--- src/rtl/mem_port_arbiter_pkg.sv ---
// Shared types for the unified IMEM/DMEM port arbiter.
// Owner encoding and default bus widths.
package mem_port_arbiter_pkg;

   typedef enum logic [1:0] {
      OWN_NONE = 2'd0,
      OWN_IF   = 2'd1,
      OWN_D    = 2'd2
   } owner_t;

   localparam int ADDR_W_DEF = 32;
   localparam int DATA_W_DEF = 32;

endpackage

--- src/rtl/mem_port_arbiter_if.sv ---
// CPU fetch/data request buses plus the single RAM port.
// slave = arbiter side, master = CPU/RAM side.
interface mem_port_arbiter_if
   import mem_port_arbiter_pkg::*;
#(
   parameter int ADDR_W = ADDR_W_DEF,
   parameter int DATA_W = DATA_W_DEF
);

   logic              if_req;
   logic [ADDR_W-1:0] if_addr;
   logic              if_ack;
   logic [DATA_W-1:0] if_rdata;

   logic              d_req;
   logic              d_we;
   logic [ADDR_W-1:0] d_addr;
   logic [DATA_W-1:0] d_wdata;
   logic              d_ack;
   logic [DATA_W-1:0] d_rdata;

   logic              mem_en;
   logic              mem_we;
   logic [ADDR_W-3:0] mem_addr;
   logic [DATA_W-1:0] mem_wdata;
   logic [DATA_W-1:0] mem_rdata;

   logic              cpu_stall;
   logic              misalign;

   modport slave (
      input  if_req, if_addr, d_req, d_we,
      input  d_addr, d_wdata, mem_rdata,
      output if_ack, if_rdata, d_ack, d_rdata,
      output mem_en, mem_we, mem_addr, mem_wdata,
      output cpu_stall, misalign
   );

   modport master (
      output if_req, if_addr, d_req, d_we,
      output d_addr, d_wdata, mem_rdata,
      input  if_ack, if_rdata, d_ack, d_rdata,
      input  mem_en, mem_we, mem_addr, mem_wdata,
      input  cpu_stall, misalign
   );

endinterface

--- src/rtl/mem_arb_pick.sv ---
// Per-cycle grant selection: data has priority, fetch is
// forced through after MAX_STARVE consecutive losses.
module mem_arb_pick
   import mem_port_arbiter_pkg::*;
#(
   parameter int MAX_STARVE = 4
) (
   input  logic   clk,
   input  logic   reset,
   input  logic   if_req,
   input  logic   d_req,
   input  owner_t owner,
   output owner_t win
);

   localparam logic [3:0] STARVE_LIM = 4'(MAX_STARVE);

   logic [3:0] starve_cnt;
   logic       if_el;
   logic       d_el;
   logic       both;

   // A requester in its ack cycle still shows req; skip it.
   always_comb begin
      if_el = ~reset & if_req & (owner != OWN_IF);
      d_el  = ~reset & d_req & (owner != OWN_D);
      both  = if_el & d_el;
      win   = OWN_NONE;
      if (both) begin
         if (starve_cnt == STARVE_LIM) win = OWN_IF;
         else                          win = OWN_D;
      end else if (d_el) begin
         win = OWN_D;
      end else if (if_el) begin
         win = OWN_IF;
      end
   end

   always_ff @(posedge clk) begin
      if (reset) begin
         starve_cnt <= 4'd0;
      end else if (win == OWN_IF) begin
         starve_cnt <= 4'd0;
      end else if (both && starve_cnt != 4'hF) begin
         starve_cnt <= starve_cnt + 4'd1;
      end
   end

endmodule

--- src/rtl/mem_port_arbiter.sv ---
// Shares one single-port word RAM between fetch and load/store.
// Grant drives the RAM combinationally; ack follows one cycle later.
module mem_port_arbiter
   import mem_port_arbiter_pkg::*;
#(
   parameter int ADDR_W     = ADDR_W_DEF,
   parameter int DATA_W     = DATA_W_DEF,
   parameter int MAX_STARVE = 4
) (
   input logic             clk,
   input logic             reset,
   mem_port_arbiter_if.slave bus
);

   owner_t win;
   owner_t owner;
   logic   we_q;
   logic   mis_q;

   mem_arb_pick #(
      .MAX_STARVE (MAX_STARVE)
   ) u_pick (
      .clk    (clk),
      .reset  (reset),
      .if_req (bus.if_req),
      .d_req  (bus.d_req),
      .owner  (owner),
      .win    (win)
   );

   always_ff @(posedge clk) begin
      if (reset) begin
         owner <= OWN_NONE;
         we_q  <= 1'b0;
         mis_q <= 1'b0;
      end else begin
         owner <= win;
         we_q  <= (win == OWN_D) & bus.d_we;
         mis_q <= ((win == OWN_D) & (bus.d_addr[1:0] != 2'b00))
                | ((win == OWN_IF) & (bus.if_addr[1:0] != 2'b00));
      end
   end

   always_comb begin
      bus.mem_en    = 1'b0;
      bus.mem_we    = 1'b0;
      bus.mem_addr  = '0;
      bus.mem_wdata = '0;
      if (win == OWN_D) begin
         bus.mem_en    = 1'b1;
         bus.mem_we    = bus.d_we;
         bus.mem_addr  = bus.d_addr[ADDR_W-1:2];
         bus.mem_wdata = bus.d_wdata;
      end else if (win == OWN_IF) begin
         bus.mem_en    = 1'b1;
         bus.mem_addr  = bus.if_addr[ADDR_W-1:2];
      end
   end

   assign bus.if_ack   = (owner == OWN_IF);
   assign bus.d_ack    = (owner == OWN_D);
   assign bus.misalign = mis_q;

   assign bus.if_rdata = bus.if_ack ? bus.mem_rdata : '0;
   assign bus.d_rdata  = (bus.d_ack & ~we_q) ? bus.mem_rdata : '0;

   assign bus.cpu_stall = (bus.if_req & ~bus.if_ack)
                        | (bus.d_req & ~bus.d_ack);

endmodule

--- src/flat_wrapper.sv ---
// flat-port wrapper written by rule: the top's interface ports become plain ports
module mem_port_arbiter_flat import mem_port_arbiter_pkg::*;
#(
   parameter int ADDR_W     = ADDR_W_DEF,
   parameter int DATA_W     = DATA_W_DEF,
   parameter int MAX_STARVE = 4
)
  (clk, reset, bus_if_req, bus_if_addr, bus_d_req, bus_d_we, bus_d_addr, bus_d_wdata, bus_mem_rdata, bus_if_ack, bus_if_rdata, bus_d_ack, bus_d_rdata, bus_mem_en, bus_mem_we, bus_mem_addr, bus_mem_wdata, bus_cpu_stall, bus_misalign);
  mem_port_arbiter_if #(.ADDR_W(ADDR_W), .DATA_W(DATA_W)) bus_i ();
  input logic clk;
  input logic reset;
  input wire logic [$bits(bus_i.if_req)-1:0] bus_if_req;
  input wire logic [$bits(bus_i.if_addr)-1:0] bus_if_addr;
  input wire logic [$bits(bus_i.d_req)-1:0] bus_d_req;
  input wire logic [$bits(bus_i.d_we)-1:0] bus_d_we;
  input wire logic [$bits(bus_i.d_addr)-1:0] bus_d_addr;
  input wire logic [$bits(bus_i.d_wdata)-1:0] bus_d_wdata;
  input wire logic [$bits(bus_i.mem_rdata)-1:0] bus_mem_rdata;
  output wire logic [$bits(bus_i.if_ack)-1:0] bus_if_ack;
  output wire logic [$bits(bus_i.if_rdata)-1:0] bus_if_rdata;
  output wire logic [$bits(bus_i.d_ack)-1:0] bus_d_ack;
  output wire logic [$bits(bus_i.d_rdata)-1:0] bus_d_rdata;
  output wire logic [$bits(bus_i.mem_en)-1:0] bus_mem_en;
  output wire logic [$bits(bus_i.mem_we)-1:0] bus_mem_we;
  output wire logic [$bits(bus_i.mem_addr)-1:0] bus_mem_addr;
  output wire logic [$bits(bus_i.mem_wdata)-1:0] bus_mem_wdata;
  output wire logic [$bits(bus_i.cpu_stall)-1:0] bus_cpu_stall;
  output wire logic [$bits(bus_i.misalign)-1:0] bus_misalign;
  assign bus_i.if_req = bus_if_req;
  assign bus_i.if_addr = bus_if_addr;
  assign bus_i.d_req = bus_d_req;
  assign bus_i.d_we = bus_d_we;
  assign bus_i.d_addr = bus_d_addr;
  assign bus_i.d_wdata = bus_d_wdata;
  assign bus_i.mem_rdata = bus_mem_rdata;
  assign bus_if_ack = bus_i.if_ack;
  assign bus_if_rdata = bus_i.if_rdata;
  assign bus_d_ack = bus_i.d_ack;
  assign bus_d_rdata = bus_i.d_rdata;
  assign bus_mem_en = bus_i.mem_en;
  assign bus_mem_we = bus_i.mem_we;
  assign bus_mem_addr = bus_i.mem_addr;
  assign bus_mem_wdata = bus_i.mem_wdata;
  assign bus_cpu_stall = bus_i.cpu_stall;
  assign bus_misalign = bus_i.misalign;
  mem_port_arbiter #(.ADDR_W(ADDR_W), .DATA_W(DATA_W), .MAX_STARVE(MAX_STARVE)) u_core (.clk(clk), .reset(reset), .bus(bus_i));
endmodule
--- config.mk ---
export PLATFORM = sky130hd
export DESIGN_NAME = mem_port_arbiter_flat
export DESIGN_NICKNAME = d
export VERILOG_FILES = /design/src/rtl/mem_port_arbiter_pkg.sv /design/src/rtl/mem_port_arbiter_if.sv /design/src/rtl/mem_arb_pick.sv /design/src/rtl/mem_port_arbiter.sv /design/src/flat_wrapper.sv
export SDC_FILE = /design/constraint.sdc
export NUM_CORES = 1
export LEC_CHECK = 0
export ABC_AREA = 1
export BUFFER_PORTS_ARGS = -buffer_cell sky130_fd_sc_hd__buf_2
export CAP_MARGIN = 5
export CELL_PAD_IN_SITES_DETAIL_PLACEMENT = 1
export CELL_PAD_IN_SITES_GLOBAL_PLACEMENT = 1
export CORE_ASPECT_RATIO = 1.5
export CORE_UTILIZATION = 14
export DETAILED_ROUTE_END_ITERATION = 6
export PLACE_DENSITY = 0.89
export SLEW_MARGIN = 20
export SYNTH_ARGS = -nofsm -noshare
export SYNTH_HDL_FRONTEND = slang
export SYNTH_SLANG_ARGS = --single-unit
--- constraint.sdc ---
create_clock -name clk -period 3.7 [get_ports clk]
set_clock_uncertainty 0.2 [all_clocks]
set_input_delay 0.555 -clock clk [delete_from_list [all_inputs] [get_ports clk]]
set_output_delay 0.555 -clock clk [all_outputs]
set_load 0.02 [all_outputs]
==> results.json <==
{
  "max_stage_delay_ns": 0.45,
  "powerDensity_nw_per_um2": 243,
  "fp-row-count": 45,
  "finalSetupTns_ns": 0,
  "cts.sinks": 8,
  "syn_to_final_growth_pct": 99.7,
  "yosysUniqueCellTypes": 21,
  "r2r_cells": 8,
  "leakagePower_nw": 2.24,
  "preCtsSetupSlack_ns": 0.877,
  "clkTransAtPathRegs_ns": 0.03,
  "num_antenna_cells": 0,
  "grt_pass1_vias": 2589,
  "synth_warnings": 0,
  "slew_headroom_pct": 49.1,
  "hold_violations": 0,
  "multi_input_area_um2": 948,
  "period_minus_slack_ns": 2.79,
  "startpoint_type": "input pin",
  "overflow": 0,
  "viasPerCell": 3.96,
  "postCtsHoldBufs": 0,
  "seq_area_um2": 160,
  "status": "complete, no violations",
  "htree_levels": 1,
  "grt_setup_unrepaired": "no",
  "place_congestion": 0.794,
  "antenna_found_initial": 0,
  "postCtsSetupRepairBufs": 0,
  "coreArea_um2": 10200,
  "critPathSlowestCell": "inv_2",
  "synthCells": 331,
  "grt_first_pass_wirelength_mm": 12.1,
  "num_vias": 2868,
  "finalNetCount": 721,
  "synth-seq-area-share_pct": 10.7,
  "drt_iter0_drc": 32,
  "track_usage_pct": 14.0,
  "setup_ws_ns": 0.910,
  "dp_cells": 722,
  "whs_path_depth": 2,
  "route.antenna.remaining_nets": 0,
  "detail_route.wl_per_cell_um": 12.1,
  "dp_hpwl_mm": 7.61,
  "cts_tree": "done",
  "dr.pass1.iters": 4,
  "cap_viol_max_count": 0,
  "endpoint_kind": "output port",
  "layout-drive-gt1-share_pct": 47.6,
  "initial_core_util_pct": 14.6,
  "fmax_ghz": 0.358,
  "hp-class": "flip-flop to flip-flop",
  "mostFrequentLayoutCells": "buf_2, nand2_1, nor2_1",
  "finalCritPeriodShare_pct": 75.4,
  "drc": 0,
  "slew_violations": 0,
  "finalSetupViolations": 0,
  "cts_resized": 0,
  "layoutNonFillerInstCount": 725,
  "design.portCount": 265,
  "worstSetupPathType": "input pin to output port",
  "worstPathCellList": "buf_2 -> inv_1 -> nand2_1 -> nor2_4 -> nand2_1 -> inv_2 -> nand2_1 -> nand2_1 -> buf_2",
  "fp.dieW_um": 86.3,
  "tightest_slew_ns": 0.762,
  "final_util_pct": 29.1,
  "required_ns": 2.94,
  "crit_fanout": 32,
  "nFillCells": 1489,
  "arrival_ns": 2.03,
  "syn_avg_cell_area_um2": 4.51,
  "clockBufferDepth": 2,
  "synth_fp_nets": 466,
  "grt_max_degree": 35,
  "syn_area_um2": 1490,
  "wirelength_mm": 8.76,
  "synth_seq_cells": 8,
  "mostFrequentLayoutCell": "buf_2",
  "die_y_um": 128,
  "dieArea_um2": 11100,
  "peakVddDrop_uv": 87.0,
  "cts-root-buf": "clkbuf_16",
  "worst_path_most_repeated_cell": "nand2_1",
  "cts_buffers": 3,
  "port_buffers": 264,
  "clk_latency_ns": 0.23
}
[stage by stage]
step / hold slack, ns / instance area, um2 / total power, mW
after floorplan: 0.254 / 1490 / 0.361
after global placement: 0.271 / 2900 / 0.545
after detailed placement: 0.289 / 2900 / 0.552
after CTS: 0.298 / 2980 / 0.735
after global routing: 0.310 / 2980 / 0.770
final: 0.296 / 2980 / 0.724
[final timing paths]
kind,start,endpoint,slack [ns]
setup / recovery,reset,bus_mem_addr[17],0.91
setup reg to reg,u_core.u_pick.starve_cnt[0],u_core.bus.misalign,1.78
hold reg to reg,u_core.u_pick.starve_cnt[3],u_core.u_pick.starve_cnt[3],0.30
hold / removal,u_core.u_pick.starve_cnt[3],u_core.u_pick.starve_cnt[3],0.30
[logic make-up (layout without fill, tap and decap cells)]
group,Yosys count,after routing,share of synthesized area (%)
xor gates and xnor gates,1,1,0.587
DFF,8,8,10.7
AOI/OAI and AO/OA,9,9,3.78
buffers and inverters,91,344,25.7
adders and majority gates,2,2,1.68
and+or+nand+nor,220,220,57.6
[layout make-up]
type	instances	share of cell area (%)
multi-input combinational	232	31.8
inverter	75	9.45
sequential	8	5.38
timing repair buffer	266	44.9
tap	141	5.92
clock buffer	3	2.52
[Yosys cell counts]
cell | instances | area (um2)
nand2_2 | 1 | 6.26
clkbuf_1 | 1 | 3.75
buf_4 | 3 | 22.5
o21ai_4 | 1 | 16.3
nand4_1 | 1 | 6.26
a21oi_1 | 4 | 20.0
xor2_1 | 1 | 8.76
ha_1 | 2 | 25.0
nand3_1 | 6 | 30.0
nand2_1 | 106 | 398
nor2_1 | 102 | 383
inv_1 | 72 | 270
nor2_2 | 1 | 6.26
buf_2 | 6 | 30.0
or2_2 | 1 | 6.26
dfxtp_1 | 8 | 160
inv_2 | 3 | 11.3
buf_1 | 3 | 11.3
buf_6 | 3 | 33.8
o21ai_0 | 4 | 20.0
nor2_4 | 2 | 22.5
[layer usage]
| layer | global-route usage, % | vias to the layer above | wire length (um) |
|---|---|---|---|
| met5 | 0 | - | 0 |
| met3 | 3.34 | 4 | 1030 |
| met2 | 28.5 | 189 | 4550 |
| met1 | 14.1 | 1246 | 3130 |
| met4 | 2.65 | 0 | 51 |
| li1 | - | 1429 | - |
[critical path: cells and delay by family]
| kind | cells | cell delay (ns) |
|---|---|---|
| buffers and inverters | 4 | 0.80 |
| AND/OR/NAND/NOR | 5 | 0.65 |
[report_power, final]
group | switching, mW | total [mW] | internal (mW) | leakage, nW
logic | 0.296 | 0.450 | 0.154 | 2.13
clock network | 0.0405 | 0.180 | 0.139 | 0.0370
registers | 0.00321 | 0.0945 | 0.0912 | 0.0655
[registers in the layout, summed over array words and instances (netlist names)]
signal                    count
u_core.u_pick.starve_cnt      4
u_core.owner                  2
u_core.bus.misalign           1
u_core.we_q                   1
Note: power is estimated with default switching activity, not from simulation.
